--- config.mk ---
export PLATFORM = sky130hd
export DESIGN_NAME = tt_um_delta_decoder
export DESIGN_NICKNAME = d
export VERILOG_FILES = /design/src/rtl/tt_delta_pkg.sv /design/src/rtl/delta_fifo.sv /design/src/rtl/tt_um_delta_decoder.sv
export SDC_FILE = /design/constraint.sdc
export NUM_CORES = 1
export LEC_CHECK = 0
export ABC_CLOCK_PERIOD_IN_PS = 2950
export BUFFER_PORTS_ARGS = -buffer_cell sky130_fd_sc_hd__buf_2
export CELL_PAD_IN_SITES_DETAIL_PLACEMENT = 1
export CELL_PAD_IN_SITES_GLOBAL_PLACEMENT = 1
export CORE_MARGIN = 2
export CORE_UTILIZATION = 41
export CTS_CLUSTER_SIZE = 24
export DETAILED_ROUTE_END_ITERATION = 6
export PLACE_DENSITY_LB_ADDON = 0.1
export SETUP_SLACK_MARGIN = 0.5
export SLEW_MARGIN = 20
export SYNTH_ARGS = -nofsm -noshare
export SYNTH_HDL_FRONTEND = slang
export SYNTH_SLANG_ARGS = --single-unit
--- constraint.sdc ---
create_clock -name clk -period 2.95 [get_ports clk]
set_input_delay 0.1475 -clock clk [delete_from_list [all_inputs] [get_ports clk]]
set_output_delay 0.1475 -clock clk [all_outputs]
set_load 0.005 [all_outputs]
--- src/rtl/tt_delta_pkg.sv ---
// Shared types and constants for the delta decoder: FSM states, FIFO geometry, uio bit map.
package tt_delta_pkg;

    localparam int unsigned DATA_W     = 8;
    localparam int unsigned FIFO_DEPTH = 4;
    localparam int unsigned PTR_W      = 2;
    localparam int unsigned CNT_W      = 3;

    // uio_in bit positions
    localparam int unsigned UIO_IN_VALID  = 0;
    localparam int unsigned UIO_IN_LOAD   = 1;
    localparam int unsigned UIO_CLEAR     = 2;
    localparam int unsigned UIO_OUT_READY = 3;

    // uio_out bit positions
    localparam int unsigned UIO_IN_READY  = 4;
    localparam int unsigned UIO_OUT_VALID = 5;
    localparam int unsigned UIO_OVF       = 6;
    localparam int unsigned UIO_ERR       = 7;

    typedef enum logic {
        IDLE = 1'b0,
        RUN  = 1'b1
    } state_t;

    typedef struct packed {
        logic              load;
        logic [DATA_W-1:0] data;
    } fifo_entry_t;

endpackage

--- src/rtl/delta_fifo.sv ---
// Four-entry FIFO of {load, data} with occupancy count and synchronous flush.
module delta_fifo
    import tt_delta_pkg::*;
(
    input  logic             clk,
    input  logic             rst_n,
    input  logic             flush,
    input  logic             push,
    input  logic             pop,
    input  fifo_entry_t      wdata,
    output fifo_entry_t      rdata,
    output logic [CNT_W-1:0] count
);

    fifo_entry_t      mem [FIFO_DEPTH];
    logic [PTR_W-1:0] wr_ptr;
    logic [PTR_W-1:0] rd_ptr;
    logic             push_ok;
    logic             pop_ok;

    // A push while full is refused even if a pop happens in the same cycle.
    assign push_ok = push && (count < CNT_W'(FIFO_DEPTH));
    assign pop_ok  = pop && (count != '0);
    assign rdata   = mem[rd_ptr];

    always_ff @(posedge clk) begin
        if (push_ok) begin
            mem[wr_ptr] <= wdata;
        end
    end

    always_ff @(posedge clk) begin
        if (!rst_n || flush) begin
            wr_ptr <= '0;
            rd_ptr <= '0;
            count  <= '0;
        end else begin
            if (push_ok) begin
                wr_ptr <= wr_ptr + PTR_W'(1);
            end
            if (pop_ok) begin
                rd_ptr <= rd_ptr + PTR_W'(1);
            end
            count <= count + CNT_W'(push_ok) - CNT_W'(pop_ok);
        end
    end

endmodule

--- src/rtl/tt_um_delta_decoder.sv ---
// Delta decoder: rebuilds x[n] = x[n-1] + d[n] from a buffered delta/load stream.
// Define DELTA_DECODER_SAT_EN to clamp out-of-range adds to 0/255 instead of wrapping.
module tt_um_delta_decoder
    import tt_delta_pkg::*;
(
    input  logic       clk,
    input  logic       rst_n,
    input  logic       ena,
    input  logic [7:0] ui_in,
    input  logic [7:0] uio_in,
    output logic [7:0] uo_out,
    output logic [7:0] uio_out,
    output logic [7:0] uio_oe
);

    logic              in_valid;
    logic              in_load;
    logic              clear;
    logic              out_ready;
    logic              in_ready;
    logic              push;
    logic              pop;
    logic              flush;
    logic [CNT_W-1:0]  count;
    fifo_entry_t       wr_entry;
    fifo_entry_t       rd_entry;

    state_t            state;
    logic [DATA_W-1:0] acc;
    logic              out_valid;
    logic              ovf;
    logic              err;

    logic [DATA_W+1:0] sum;
    logic              add_ovf;
    logic [DATA_W-1:0] add_res;
    logic              unused_uio;

    assign in_valid  = uio_in[UIO_IN_VALID];
    assign in_load   = uio_in[UIO_IN_LOAD];
    assign clear     = uio_in[UIO_CLEAR];
    assign out_ready = uio_in[UIO_OUT_READY];
    assign unused_uio = &{1'b0, uio_in[7:4]};

    assign in_ready = ena && (count < CNT_W'(FIFO_DEPTH));
    assign push     = in_ready && in_valid && !clear;
    assign pop      = ena && !clear && (count != '0) && (!out_valid || out_ready);
    assign flush    = ena && clear;

    assign wr_entry.load = in_load;
    assign wr_entry.data = ui_in;

    delta_fifo u_fifo (
        .clk   (clk),
        .rst_n (rst_n),
        .flush (flush),
        .push  (push),
        .pop   (pop),
        .wdata (wr_entry),
        .rdata (rd_entry),
        .count (count)
    );

    // Unsigned acc plus sign-extended delta; any bit above [7] means out of 0..255.
    always_comb begin
        sum     = {2'b00, acc} + {{2{rd_entry.data[DATA_W-1]}}, rd_entry.data};
        add_ovf = sum[DATA_W+1] || sum[DATA_W];
`ifdef DELTA_DECODER_SAT_EN
        if (sum[DATA_W+1]) begin
            add_res = '0;
        end else if (sum[DATA_W]) begin
            add_res = '1;
        end else begin
            add_res = sum[DATA_W-1:0];
        end
`else
        add_res = sum[DATA_W-1:0];
`endif
    end

    always_ff @(posedge clk) begin
        if (!rst_n) begin
            state     <= IDLE;
            acc       <= '0;
            out_valid <= 1'b0;
            ovf       <= 1'b0;
            err       <= 1'b0;
        end else if (ena) begin
            if (clear) begin
                state     <= IDLE;
                acc       <= '0;
                out_valid <= 1'b0;
                ovf       <= 1'b0;
                err       <= 1'b0;
            end else begin
                if (out_ready) begin
                    out_valid <= 1'b0;
                end
                if (pop) begin
                    if (rd_entry.load) begin
                        acc       <= rd_entry.data;
                        out_valid <= 1'b1;
                        state     <= RUN;
                    end else if (state == RUN) begin
                        acc       <= add_res;
                        out_valid <= 1'b1;
                        if (add_ovf) begin
                            ovf <= 1'b1;
                        end
                    end else begin
                        // Delta with no base yet: drop it and flag the stream as broken.
                        err <= 1'b1;
                    end
                end
            end
        end
    end

    assign uo_out  = acc;
    assign uio_out = {err, ovf, out_valid, in_ready, 4'b0000};
    assign uio_oe  = 8'hF0;

endmodule

After elaboration in Yosys (flattened, before gate mapping)
Memories as Yosys holds them, arrays and structs flattened. A register that Yosys moved wholly into a read port is not among the register bits.
Index checks and enable logic that the tools add are counted.

word-level totals
  input port bits = 19
  register bits = 19
  bits in writable memories = 36
  logic and storage cells = 67
  memories = 1

memories
  memory      depth  bits a word  read ports  clocked after memory_dff  write ports  line              text
  u_fifo.mem  4      9            1           1                         1            delta_fifo.sv:15  fifo_entry_t mem [FIFO_DEPTH];

cells by class
  equality and inequality tests = 2
  add/subtract/negate cells = 5
  reductions and logical operators = 25
  muxes and demuxes = 25
  order comparisons = 1

operators with widths
  kind                                                count
  two-way mux 8 bit                                   4
  two-way mux 1 bit                                   19
  adder 9 x 8 -> 10 bit                               1
  logical AND 1 bit                                   9
  nonzero test 2 bit                                  4
  AND reduction 3 bit                                 2
  nonzero test 3 bit                                  2
  AND reduction 5 bit                                 1
  adder 2 x 1 -> 2 bit (second input constant)        2
  two-way mux 2 bit                                   2
  != test 2 bit (second input constant)               2
  AND reduction 4 bit                                 1
  adder 3 x 1 -> 3 bit                                1
  logical NOT 1 bit                                   3
  logical OR 1 bit                                    3
  less-than comparator 3 bit (second input constant)  1
  subtractor 3 x 1 -> 3 bit                           1

Logic depth before layout (Yosys ltp)
Gate-level depths: netlist of run 1.

  depth after elaboration = 7
  depth in mapped cells = 11
  depth with buffers taken out = 10

Modules after synthesis
A second synthesis of run 1 with hierarchy kept.

unflattened totals
  cells, all modules = 238
  area total of the unflattened synthesis = 2930.3 um^2

modules (own cells, without submodules)
  module               area an instance (um^2)  times used  sequential area each (um^2)  cells each
  delta_fifo           1760.4                   1           1261.2                       95
  tt_um_delta_decoder  1169.9                   1           240.2                        143

Worst setup path after synthesis of run 1
No wires, ideal clock.

  path kind = reg-to-reg
  from = register with a tool-made name
  to = register ovf
  data arrival time = 2663 ps
  stages on the path, launching flop included = 10
  path slack = 171 ps
  path buffers = 1
  data required time = 2835 ps
  period minus slack after synthesis = 2779 ps
  cell sequence = dfxtp_1 > buf_6 > mux4_1 > ha_1 > fa_1 > nand3_1 > a2111oi_0 > a211o_1 > or4_1 > and3_1

RTL lines
  item                    line                        text
  end signal: assignment  tt_um_delta_decoder.sv:86   ovf <= 1'b0;
  end signal: assignment  tt_um_delta_decoder.sv:93   ovf <= 1'b0;
  end signal: assignment  tt_um_delta_decoder.sv:108  ovf <= 1'b1;
  end: declaration        tt_um_delta_decoder.sv:31   logic ovf;

==> qor.txt, run 1 <==
Status = complete, no violations
CTS clk-pin slew, worst paths = 0.08 ns
Syn avg cell area = 12.5 um^2
1st-pass router iterations = 4
Fin Clk Skew = 0.0134 ns
Worst rel slew slack = 65.8%
Leakage = 1.32 nW
Post-DP HPWL = 4.26 mm
Fmax = 379 MHz
Final period utilization = 89.4%
Pwr/cell area = 541 mW/mm^2
Worst-skew pair later-pin latency = 0.34 ns
Final ANT Viol Nets = 0
CP endpoint = ovf
Root buffer cell = clkbuf_8
Worst Path Arrival = 2.88 ns
Gpl congestion = 0.780
CTS tree = done
Initial antenna violation count = 0
Seq cells post-synth = 57
Die Area = 0.00764 mm^2
Most frequent cells in the layout = edfxtp_1, buf_2, dfxtp_1
HP Class = in -> reg
Prevailing post-synth register cell = edfxtp_1
Area grow syn2layout = 22.3%
Ant diodes = 0
R2R cell count = 8
Post-CTS Hold Fix Bufs = 0
Share of the synthesized area in the top cell type = 37.9%
Asr flop ratio synth = 0%
DR iter-0 viols = 71
Synth top area cells = edfxtp_1, dfxtp_1, ha_1
Kind of critical path = reg -> reg
Clk sink count = 57
Cells after Synth = 229
Netlist Area Pre-Place = 0.00285 mm^2
Die W = 87.4 um
Most area-hungry cell type in the Yosys netlist = edfxtp_1
Max cap viols = 0
Post-synth EDFFs = 36
Critical Path End Type = flop
Hold slack final = 0.0180 ns
Core area = 0.00676 mm^2
R2R Path End = ovf
Sequential fraction of the synthesis area = 52.7%
Largest net degree at the start of global routing = 14
DR vias = 1,887
Die height = 87.4 um
Share of cells above drive strength 1 = 31.0%
RSZ-0062 raised after global routing = true
H-tree depth = 3
Initial core utilization = 42.2%
CTS Buf Count = 9
Commonest non-fill, non-tap cell in the layout = edfxtp_1
Final Setup Violations = 0
Drc violations = 0
Top-Level Pins = 43
Routed WL = 6.42 mm
Worst-path fanout max = 5
CP startpoint kind = flop
Row cnt = 30
Nets = 305
First-pass GRT wire length = 10.4 mm
IO Port Bufs = 26
Wire length per cell = 18.1 um
Vias in the first global route = 1,994
Vias per cell = 5.33
Final hold viol count = 0
Maximum vdd ir drop = 375 uV
Reg2reg setup slack = 0.31 ns
Required time worst endpoint = 3.19 ns
TNS Setup = 0 ns
Slew of the pin with the lowest slew margin = 0.513 ns
Gr ovfl total = 0
Clock buffer depth = 2
Synth cell types = 43
Synth Warn # = 0
Min Tclk post-route = 2.64 ns
Total GRT Usage = 18.5%
Pins Over Slew Limit = 0
-- power breakdown --
| part | switching, mW | internal (mW) | leakage (nW) |
|---|---|---|---|
| Sequential | 0.0117 | 0.861 | 0.496 |
| Clock | 0.348 | 0.475 | 0.106 |
| Combinational | 0.100 | 0.0894 | 0.718 |
| Total | 0.460 | 1.43 | 1.32 |
-- synth_stat cells, types with 2 or more instances --
| cell type | number |
|---|---|
| edfxtp_1 | 36 |
| dfxtp_1 | 21 |
| buf_4 | 16 |
| ha_1 | 15 |
| nor2_1 | 14 |
| nand2_1 | 10 |
| and2_1 | 9 |
| inv_1 | 9 |
| nand3_1 | 9 |
| a21oi_1 | 7 |
| mux4_1 | 7 |
| o21ai_1 | 7 |
| xor2_1 | 6 |
| nor2b_1 | 4 |
| o211ai_1 | 4 |
| o21ai_0 | 4 |
| a2111oi_0 | 3 |
| and3_1 | 3 |
| clkbuf_1 | 3 |
| o21bai_1 | 3 |
| or3_1 | 3 |
| xnor2_1 | 3 |
| a211oi_1 | 2 |
| a21boi_1 | 2 |
| a21o_1 | 2 |
| a41oi_1 | 2 |
| buf_2 | 2 |
| conb_1 | 2 |
| fa_1 | 2 |
| mux2i_1 | 2 |
| mux4_2 | 2 |
| nand2b_1 | 2 |
| nand4_1 | 2 |
| o21a_1 | 2 |
-- stage by stage --
step           worst slack [ns]  instances  cell area, um^2  utilization (%)  power, mW
2_1_floorplan             0.384        239             2920                -       1.01
3_3_place_gp              0.236        327             3040             45.0       1.04
3_5_place_dp              0.227        327             3040             45.0       1.05
4_1_cts                   0.325        352             3440             51.0       1.89
5_1_grt                   0.172        354             3490             51.6       1.96
6_report                  0.313        354             3490             51.6       1.89
-- cell families (layout without fill, tap and decap cells) --
family | after synthesis | after routing | synth area share (%)
flops | 57 | 57 | 52.7
simple gates | 59 | 59 | 10.5
other cells | 2 | 12 | 0.263
compound gates | 42 | 42 | 10.4
buf+inv | 32 | 67 | 6.67
xor+xnor | 9 | 9 | 2.76
mux | 11 | 11 | 8.73
fa+ha+maj | 17 | 17 | 7.99
-- flip-flops by register name (all words and copies together) (netlist names), named ones only --
register       count
uo_out             8
u_fifo.mem        36
out_valid          1
err                1
ovf                1
u_fifo.rd_ptr      2
u_fifo.count       3
u_fifo.wr_ptr      2
state              1
-- cell type report --
| cell class | count | area (um^2) |
|---|---|---|
| fillers | 713 | 3270 |
| well taps | 80 | 100 |
| repair buffers | 41 | 288 |
| flip-flops and latches | 57 | 1510 |
| clock inverters | 7 | 93.8 |
| multi-input cells | 150 | 1340 |
| clock buffers | 9 | 124 |
| inverters | 10 | 37.5 |
-- layer usage --
metal  track usage (%)  vias to the layer above  routed length [um]
li1                  -                      895                   -
met1              24.4                      924                2940
met2              29.6                       57                3070
met3              4.55                       11                 327
met4              6.71                        0                  85
met5                 0                        -                   0
-- worst min path at each step --
stage | start | end | slack, ns | cells after the start
final | uio_in[1] | u_fifo.mem[3][8] | 0.02 | 1
after floorplan | ui_in[0] | u_fifo.mem[0][0] | 0.25 | 0
after detailed placement | ui_in[2] | u_fifo.mem[3][2] | 0.37 | 1
after global placement | ui_in[7] | u_fifo.mem[1][7] | 0.36 | 1
after CTS | uio_in[1] | u_fifo.mem[3][8] | 0.007 | 1
after global routing | ui_in[7] | u_fifo.mem[1][7] | 0.01 | 1
-- repair_timing --
action,CTS,global route
setup endpoints to repair,2,7
resized for setup,20,5
pin swaps,7,3
buffers inserted,8,2
cloned,1,0
-- critical path, cell delays in order, from the launching register on --
cell	delay, ns
dfxtp_4	0.37
buf_12	0.12
mux4_2	0.55
ha_1	0.34
a211oi_2	0.28
o21a_1	0.23
nor2_1	0.06
or4_1	0.45
and3_1	0.15
Note: power is estimated with default switching activity, not from simulation.
==> run 2, diff against run 1 <==
- PLACE_DENSITY: not set -> 0.74
- PLACE_DENSITY_LB_ADDON: 0.1 -> not set
==> run 2 against run 1 <==
Compared with the run above:
- global-route usage shrank 0.53 points
- worst setup slack lost 0.029 ns
- sequential power is essentially flat
- largest cell class unchanged
==> qor.txt, run 2 (synthesis gave the netlist of run 1 again) <==
Status = complete, no violations
IO Port Bufs = 26 (unchanged)
CP Cell Sequence = buf_12, mux4_2, ha_4, buf_4, a211oi_2, o21a_1, nor2_1, or4_1, and3_1
Leakage = 1.31 nW (-0.92%)
HP Class = in -> reg
Fmax = 375 MHz (-1.1%)
Pwr/cell area = 541 mW/mm^2 (about the same)
CP startpoint kind = flop
Slew of the pin with the lowest slew margin = 0.524 ns (+0.0118 ns)
Area grow syn2layout = 21.2%
Gr ovfl total = 0 (unchanged)
CTS Buf Count = 9 (unchanged)
Wire length per cell = 17.7 um (-2.2%)
Max reg flops = 36 (unchanged)
Row cnt = 30 (unchanged)
Gpl congestion = 0.830 (+6.5%)
Drc violations = 0 (unchanged)
Final period utilization = 90.4% (+0.98 points)
Maximum vdd ir drop = 359 uV (-4.3%)
Final ANT Viol Nets = 0 (unchanged)
RSZ-0062 raised after global routing = true
Initial core utilization = 42.2% (unchanged)
Setup ws final = 0.284 ns (-0.0288 ns)
Clock buffer depth = 2 (unchanged)
Biggest register = u_fifo.mem
Largest net degree at the start of global routing = 14 (unchanged)
Worst rel slew slack = 65.0% (-0.78 points)
Top-Level Pins = 43 (unchanged)
Most frequent cells in the layout = edfxtp_1, buf_2, dfxtp_1
Commonest non-fill, non-tap cell in the layout = edfxtp_1
Core Util, Final = 51.2% (-0.44 points)
Core area = 0.00676 mm^2 (unchanged)
Final hold viol count = 0 (unchanged)
Final Setup Violations = 0 (unchanged)
DR vias = 1,884 (-0.16%)
CTS clk-pin slew, worst paths = 0.08 ns (about the same)
Post-DP HPWL = 4.06 mm (-4.7%)
Clk sink count = 57 (unchanged)
Worst-path fanout max = 5 (unchanged)
Routed WL = 6.25 mm (-2.8%)
Pins Over Slew Limit = 0 (unchanged)
Min Tclk post-route = 2.67 ns (+0.0288 ns)
Total GRT Usage = 18.0% (-0.53 points)
Nets = 303 (-0.66%)
DR iter-0 viols = 58 (-18%)
Kind of critical path = reg -> reg
Fin Clk Skew = 0.0108 ns (-0.00261 ns)
Share of cells above drive strength 1 = 30.5% (-0.51 points)
Ant diodes = 0 (unchanged)
Vias per cell = 5.35 (+0.41%)
Worst-skew pair later-pin latency = 0.35 ns (about the same)
Cell depth of the worst hold path = 1 (unchanged)
Max cap viols = 0 (unchanged)
CP max stage delay = 0.54 ns (about the same)
Worst Path Arrival = 2.91 ns (+0.03 ns)
Initial antenna violation count = 0 (unchanged)
Die W = 87.4 um (unchanged)
Hold slack final = 0.0147 ns (-0.00327 ns)
First-pass GRT wire length = 9.99 mm (-3.8%)
Root buffer cell = clkbuf_8
1st-pass router iterations = 4 (unchanged)
Required time worst endpoint = 3.20 ns (about the same)
Vias in the first global route = 1,987 (-0.35%)
TNS Setup = 0 ns (unchanged)
H-tree depth = 3 (unchanged)
Die height = 87.4 um (unchanged)
R2R cell count = 9 (+1)
Die Area = 0.00764 mm^2 (unchanged)
Slowest cell on crit path = mux4_2
Critical Path End Type = flop
Post-place setup slack = 0.164 ns (-0.0624 ns)
CTS tree = done
run 2: cell count changes in the layout (fill, tap and decap cells not counted), sizes merged:
cell / previous run / this run
inv: 10 / 9
clkinvlp: 2 / 1
clkinv: 3 / 5
dlygate4sd3: 0 / 1
buf: 41 / 38
run 2: repair_timing:
item                                   CTS  global route
hold buffers                             1             0
buffers inserted                         8             1
pin swaps                                7             2
endpoints found under the hold margin    1             0
setup endpoints to repair                3             6
resized for setup                       19             4
cloned                                   1             0
run 2: through the flow:
| stage | instance area (um^2) | cells | total power [mW] |
|---|---|---|---|
| floorplan | 2920 | 239 | 1.01 |
| global placement | 3030 | 325 | 1.04 |
| detailed placement | 3030 | 325 | 1.04 |
| CTS | 3440 | 351 | 1.88 |
| global route | 3460 | 352 | 1.94 |
| finish | 3460 | 352 | 1.87 |
run 2: report_power, final:
group	internal (mW)	total [mW]	switching [mW]	leakage, nW
logic	0.0846	0.184	0.0991	0.702
clock network	0.475	0.813	0.338	0.109
registers	0.861	0.873	0.0119	0.496
total	1.42	1.87	0.449	1.31
run 2: cell type report:
type	instances	area, um^2
clock buffers	9	124
clock inverters	7	95.1
fillers	724	3300
inverters	10	37.5
multi-input cells	150	1320
flip-flops and latches	57	1510
well taps	80	100
repair buffers	39	275
run 2: worst paths after layout:
path / start / to / slack (ns)
max: flop / ovf / 0.28
min: ui_in[5] / u_fifo.mem[0][5] / 0.01
max reg2reg: flop / ovf / 0.28
min reg2reg: err / err / 0.47
run 2: per-layer routing:
metal  up-vias  track usage [%]  routed length, um
met1       926             22.7               2750
met5         -                0                  0
met3        14             4.83                245
met4         0             8.53                152
met2        54             28.5               3100
li1        890                -                  -
run 2: critical path: cells and delay by family, from the launching register on:
kind | cells | cell delay, ns
multiplexers | 1 | 0.54
AND/OR/NAND/NOR | 3 | 0.65
flip-flops | 1 | 0.37
buffers and inverters | 2 | 0.26
AO/OA/AOI/OAI | 2 | 0.56
adder cells (fa/ha/maj) | 1 | 0.20
